===== config.mk =====
export PLATFORM = sky130hd
export DESIGN_NAME = sram2149_master
export DESIGN_NICKNAME = d
export VERILOG_FILES = /design/src/rtl/sram2149_master.sv
export SDC_FILE = /design/constraint.sdc
export NUM_CORES = 1
export LEC_CHECK = 0
export CAP_MARGIN = 10
export CORE_MARGIN = 3
export CORE_UTILIZATION = 44
export CTS_CLUSTER_SIZE = 8
export DETAILED_ROUTE_END_ITERATION = 7
export PLACE_DENSITY_LB_ADDON = 0.08
export SYNTH_ARGS = -nofsm -noshare
export SYNTH_HDL_FRONTEND = slang
export SYNTH_SLANG_ARGS = --single-unit

===== constraint.sdc =====
create_clock -name clk -period 2.2 [get_ports clk]
set_input_delay 0.22 -clock clk [delete_from_list [all_inputs] [get_ports clk]]
set_output_delay 0.22 -clock clk [all_outputs]
set_load 0.01 [all_outputs]

===== src/rtl/sram2149_master.sv =====
// Access sequencer for a bank of 2149-style 1Kx4 SRAMs: turns a valid/ready
// request port into CS_b/WE_b/address strobes and can clear the whole bank.
module sram2149_master #(
  parameter int         ADDR_W         = 10,
  parameter int         NIBBLES        = 2,
  parameter logic [3:0] CLEAR_VAL      = 4'h0,
  parameter bit         CLEAR_ON_RESET = 1'b1
) (
  input  logic                 clk,
  input  logic                 rst_b,
  input  logic                 req_valid,
  output logic                 req_ready,
  input  logic                 req_we,
  input  logic [ADDR_W-1:0]    req_addr,
  input  logic [4*NIBBLES-1:0] req_wdata,
  output logic                 rsp_valid,
  output logic [4*NIBBLES-1:0] rsp_rdata,
  input  logic                 clear_req,
  output logic                 init_done,
  output logic [ADDR_W-1:0]    ram_A,
  output logic                 ram_CS_b,
  output logic                 ram_WE_b,
  output logic [4*NIBBLES-1:0] ram_Din,
  input  logic [4*NIBBLES-1:0] ram_Dout
);
  localparam int                DW         = 4 * NIBBLES;
  localparam logic [ADDR_W-1:0] LAST_A     = '1;
  localparam logic [DW-1:0]     CLEAR_WORD = {NIBBLES{CLEAR_VAL}};

  typedef enum logic [1:0] {S_CLEAR, S_IDLE, S_ACCESS, S_RESP} state_t;
  localparam state_t RESET_STATE = CLEAR_ON_RESET ? S_CLEAR : S_IDLE;

  // Handshake: a request transfers on a rising edge where req_valid and
  // req_ready are both high; the source holds its fields stable until then.
  state_t            state, state_n;
  logic [ADDR_W-1:0] a_n;
  logic              cs_n, we_n, rv_n, done_n;
  logic [DW-1:0]     din_n, rd_n;

  assign req_ready = (state == S_IDLE) && !clear_req;

  always_ff @(posedge clk or negedge rst_b) begin
    if (!rst_b) begin
      state     <= RESET_STATE;
      ram_A     <= '0;
      ram_CS_b  <= 1'b1;
      ram_WE_b  <= 1'b1;
      ram_Din   <= '0;
      rsp_valid <= 1'b0;
      rsp_rdata <= '0;
      init_done <= 1'b0;
    end else begin
      state     <= state_n;
      ram_A     <= a_n;
      ram_CS_b  <= cs_n;
      ram_WE_b  <= we_n;
      ram_Din   <= din_n;
      rsp_valid <= rv_n;
      rsp_rdata <= rd_n;
      init_done <= done_n;
    end
  end

  always_comb begin
    state_n = state;
    a_n     = ram_A;
    cs_n    = ram_CS_b;
    we_n    = ram_WE_b;
    din_n   = ram_Din;
    rv_n    = 1'b0;
    rd_n    = rsp_rdata;
    done_n  = init_done;
    case (state)
      S_CLEAR: begin
        // Leaving reset the strobes are still deasserted: the first CLEAR
        // cycle only arms the write sweep at address 0.
        if (ram_CS_b) begin
          cs_n  = 1'b0;
          we_n  = 1'b0;
          a_n   = '0;
          din_n = CLEAR_WORD;
        end else if (ram_A == LAST_A) begin
          cs_n    = 1'b1;
          we_n    = 1'b1;
          a_n     = '0;
          done_n  = 1'b1;
          state_n = S_IDLE;
        end else begin
          a_n = ram_A + ADDR_W'(1);
        end
      end
      S_IDLE: begin
        done_n = 1'b1;
        cs_n   = 1'b1;
        we_n   = 1'b1;
        if (clear_req) begin
          cs_n    = 1'b0;
          we_n    = 1'b0;
          a_n     = '0;
          din_n   = CLEAR_WORD;
          state_n = S_CLEAR;
        end else if (req_valid) begin
          a_n     = req_addr;
          we_n    = !req_we;
          cs_n    = 1'b0;
          if (req_we) din_n = req_wdata;
          state_n = S_ACCESS;
        end
      end
      S_ACCESS: begin
        cs_n = 1'b1;
        we_n = 1'b1;
        // Only a selected, non-writing device drives valid data.
        if (!ram_CS_b && ram_WE_b) begin
          rd_n    = ram_Dout;
          rv_n    = 1'b1;
          state_n = S_RESP;
        end else begin
          state_n = S_IDLE;
        end
      end
      S_RESP:  state_n = S_IDLE;
      default: state_n = RESET_STATE;
    endcase
  end
endmodule


==> impl_metrics.tcl, run 1 <==
set metrics [dict create \
    status "complete, no violations" \
    synth_cell_type_count 43 \
    power.internal_mw 2.15 \
    grt_antenna_before_repair 0 \
    drtAntennaViolNets 0 \
    rrSetupSlack_ps 260 \
    synthArstFlopShare_pct 100 \
    tns_ps 0 \
    fin_worst_skew_ps 6.55 \
    drc 0 \
    grt_usage_pct 21.6 \
    syn2layout_area_growth_pct 48.8 \
    crit_required_ps 2390 \
    r2r_cells 6 \
    slew_headroom_pct 72.2 \
    io_pins 62 \
    r2r-end "ram_A[7]" \
    overflow 0 \
    num_vias 1635 \
    switching_share_pct 40.4 \
    num_rows 21 \
    initial_core_util_pct 47.5 \
    drive_gt1_share_pct 8.76 \
    grt_max_degree 33 \
    clk_latency_ps 290 \
    cts-root-buf "clkbuf_8" \
    post-dp-hpwl_um 3270 \
    clkTransAtPathRegs_ps 70 \
    die_w_um 67.5 \
    critical_path_class "flip-flop to flip-flop" \
    synth_area_sq_um 1660 \
    die_y_um 67.5 \
    cts_buffers 5 \
    dp_cells 289 \
    ys_seq_area_share_pct 48.3 \
    slowest_stage "dfrtp_1" \
    clockBufferDepth 2 \
    coreArea_sq_um 3490 \
    path_delay_family "simple AND/OR/NAND/NOR gates" \
    antenna-diode-count 0 \
    synth_seq_cells 32 \
    finalNetCount 287 \
    min_period_over_period_pct 88.3 \
    via_per_inst 5.51 \
    grt_pass1_wl_um 7250 \
    hold_viol 0 \
    final_common_cell "clkdlybuf4s50_1" \
    vdd_drop_max_mv 0.698 \
    p_leak_nw 1.07 \
    fmax_ghz 0.515 \
    worstSetupStartpointType "flip-flop" \
    period_needed_ps 1940 \
    cap_violations 0 \
    syn_avg_cell_area_sq_um 9.13 \
    cts.sinks 32 \
    placement.io_buffers 61 \
    power_frac_comb_pct 53.5 \
    setup_viol 0 \
    r2r_start "state[0]" \
    crit_buf_inv 1 \
    cts_setup_buffers 0 \
    gp_congestion 0.836 \
    hp-class "primary input to async pin" \
    postSynthCellCount 182 \
    ys.warnings.count 0 \
    crit_path_max_incr_delay_ps 440 \
    fp.dieArea_sq_um 4550 \
    synthFlopType "dfrtp_1" \
    synth_edf_count 0 \
    fillers 275 \
    end_kind "flip-flop" \
    drt-pass1-iter-count 4 \
    syn-num-nets 219 \
    finalNonFillerCells 297 \
    p_sw_mw 1.46 \
    final_core_util_pct 70.7 \
    cts_tree "yes" \
    slew_violations 0 \
    final_cell_mix "clkdlybuf4s50_1, nand2_1, dfrtp_1, o21ai_0, nor2_1" \
    grt_pass1_vias 1587 \
    worstPathArrival_ps 2130 \
    htree_levels 2 \
    critPathLaunch "state[0]" \
    rsz0062_at_grt "no" \
    post_drt_wl_per_cell_um 15.0 \
    drtIter0Drc 68 \
    powerDensity_nw_per_um2 1460 \
    crit_path_cell_trace "inv_1 > ha_1 > nor2_1 > or2_1 > or3_1 > o311ai_2" \
    cp.depth 6 \
    crit_end "ram_A[7]" \
    clockPowerShare_pct 15.4 \
    drt_wl_total_um 4460 \
    worstPathMaxFanout 7 \
    pwr-share-seq_pct 31.1 \
    worst_pin_slew_ps 417 \
]
[registers in the layout (all words and copies together), names as in the netlist]
name / cells
ram_WE_b: 1
init_done: 1
ram_A: 10
rsp_valid: 1
state: 2
ram_CS_b: 1
ram_Din: 8
rsp_rdata: 8
[logic make-up (layout without fill, tap and decap cells)]
| kind of cell | after synthesis | count (layout) | share of synthesized area, % |
|---|---|---|---|
| AND/OR/NAND/NOR | 78 | 78 | 21.3 |
| AO/OA/AOI/OAI | 48 | 48 | 19.8 |
| flip-flops | 32 | 32 | 48.3 |
| buffers and inverters | 14 | 83 | 3.54 |
| adder cells (fa/ha/maj) | 6 | 6 | 4.52 |
| multiplexers | 4 | 4 | 2.48 |
[synthesized netlist by cell type, types with 2 or more instances]
cell type / instances / area, sq um
a21oi_1: 6 / 30.0
and4_1: 2 / 17.5
dfrtp_1: 30 / 751
or2_1: 2 / 12.5
nand3_1: 4 / 20.0
dfstp_2: 2 / 52.6
mux2i_1: 3 / 30.0
nand2_1: 48 / 180
inv_1: 6 / 22.5
o21ai_0: 20 / 100
and3_1: 3 / 18.8
nor2_1: 8 / 30.0
o41ai_1: 2 / 17.5
a211o_1: 2 / 17.5
nand4_1: 2 / 12.5
buf_2: 4 / 20.0
ha_1: 6 / 75.1
o211ai_1: 3 / 22.5
a221oi_1: 3 / 26.3
o2bb2ai_1: 2 / 17.5
clkbuf_1: 2 / 7.51
[worst min-delay path by stage]
stage	start	to
finish	rst_b	ram_A[9]
floorplan	rst_b	init_done
global placement	init_done	init_done
CTS	rst_b	init_done
detailed placement	init_done	init_done
global route	rst_b	ram_Din[0]
[power groups by stage]
| stage | combinational (mW) | clock [mW] | sequential, mW |
|---|---|---|---|
| finish | 1.93 | 0.555 | 1.12 |
| global route | 2.15 | 0.593 | 1.16 |
| CTS | 1.94 | 0.560 | 1.12 |
| detailed placement | 1.90 | 0 | 1.12 |
| global placement | 1.85 | 0 | 1.10 |
| floorplan | 0.998 | 0 | 1.18 |
[layout make-up]
type / instances / area, sq um / area share (%)
Tap cell: 46 / 57.6 / 2.33
Clock inverter: 2 / 35.0 / 1.42
Clock buffer: 6 / 72.6 / 2.94
Timing Repair Buffer: 68 / 666 / 26.9
Inverter: 7 / 26.3 / 1.06
Multi-Input combinational cell: 136 / 812 / 32.8
Sequential cell: 32 / 803 / 32.5
[stage by stage]
step	setup slack, ps	power [mW]	cell area (sq um)	hold WS, ps
final	257	3.61	2470	335
after detailed placement	161	3.02	2350	457
after global routing	135	3.90	2470	373
after global placement	300	2.95	2350	452
after CTS	48.6	3.62	2470	354
after floorplan	397	2.18	1660	-75.6
[repair_timing]
action	CTS	global route
gates resized for setup	4	1
hold buffers	0	0
setup endpoints to repair	1	1
[worst reg2reg max path, stage by stage, from the launching register on]
cell	delay, ps
dfrtp_1	440
inv_1	140
ha_1	220
nor2_1	100
or2_1	330
or3_1	380
o311ai_2	220
[metal layers]
metal	GRT usage, %	wire [um]
met1	26.3	1980
met2	36.2	2100
met3	5.66	309
met4	9.11	66
met5	0	0
Note: power is estimated with default switching activity, not from simulation.
==> inputs of run 2 (changes only) <==
Settings changed: SLEW_MARGIN set to 30.
==> results of run 2 <==
Same layout as run 1: the final DEF is identical, and so are final timing and power.
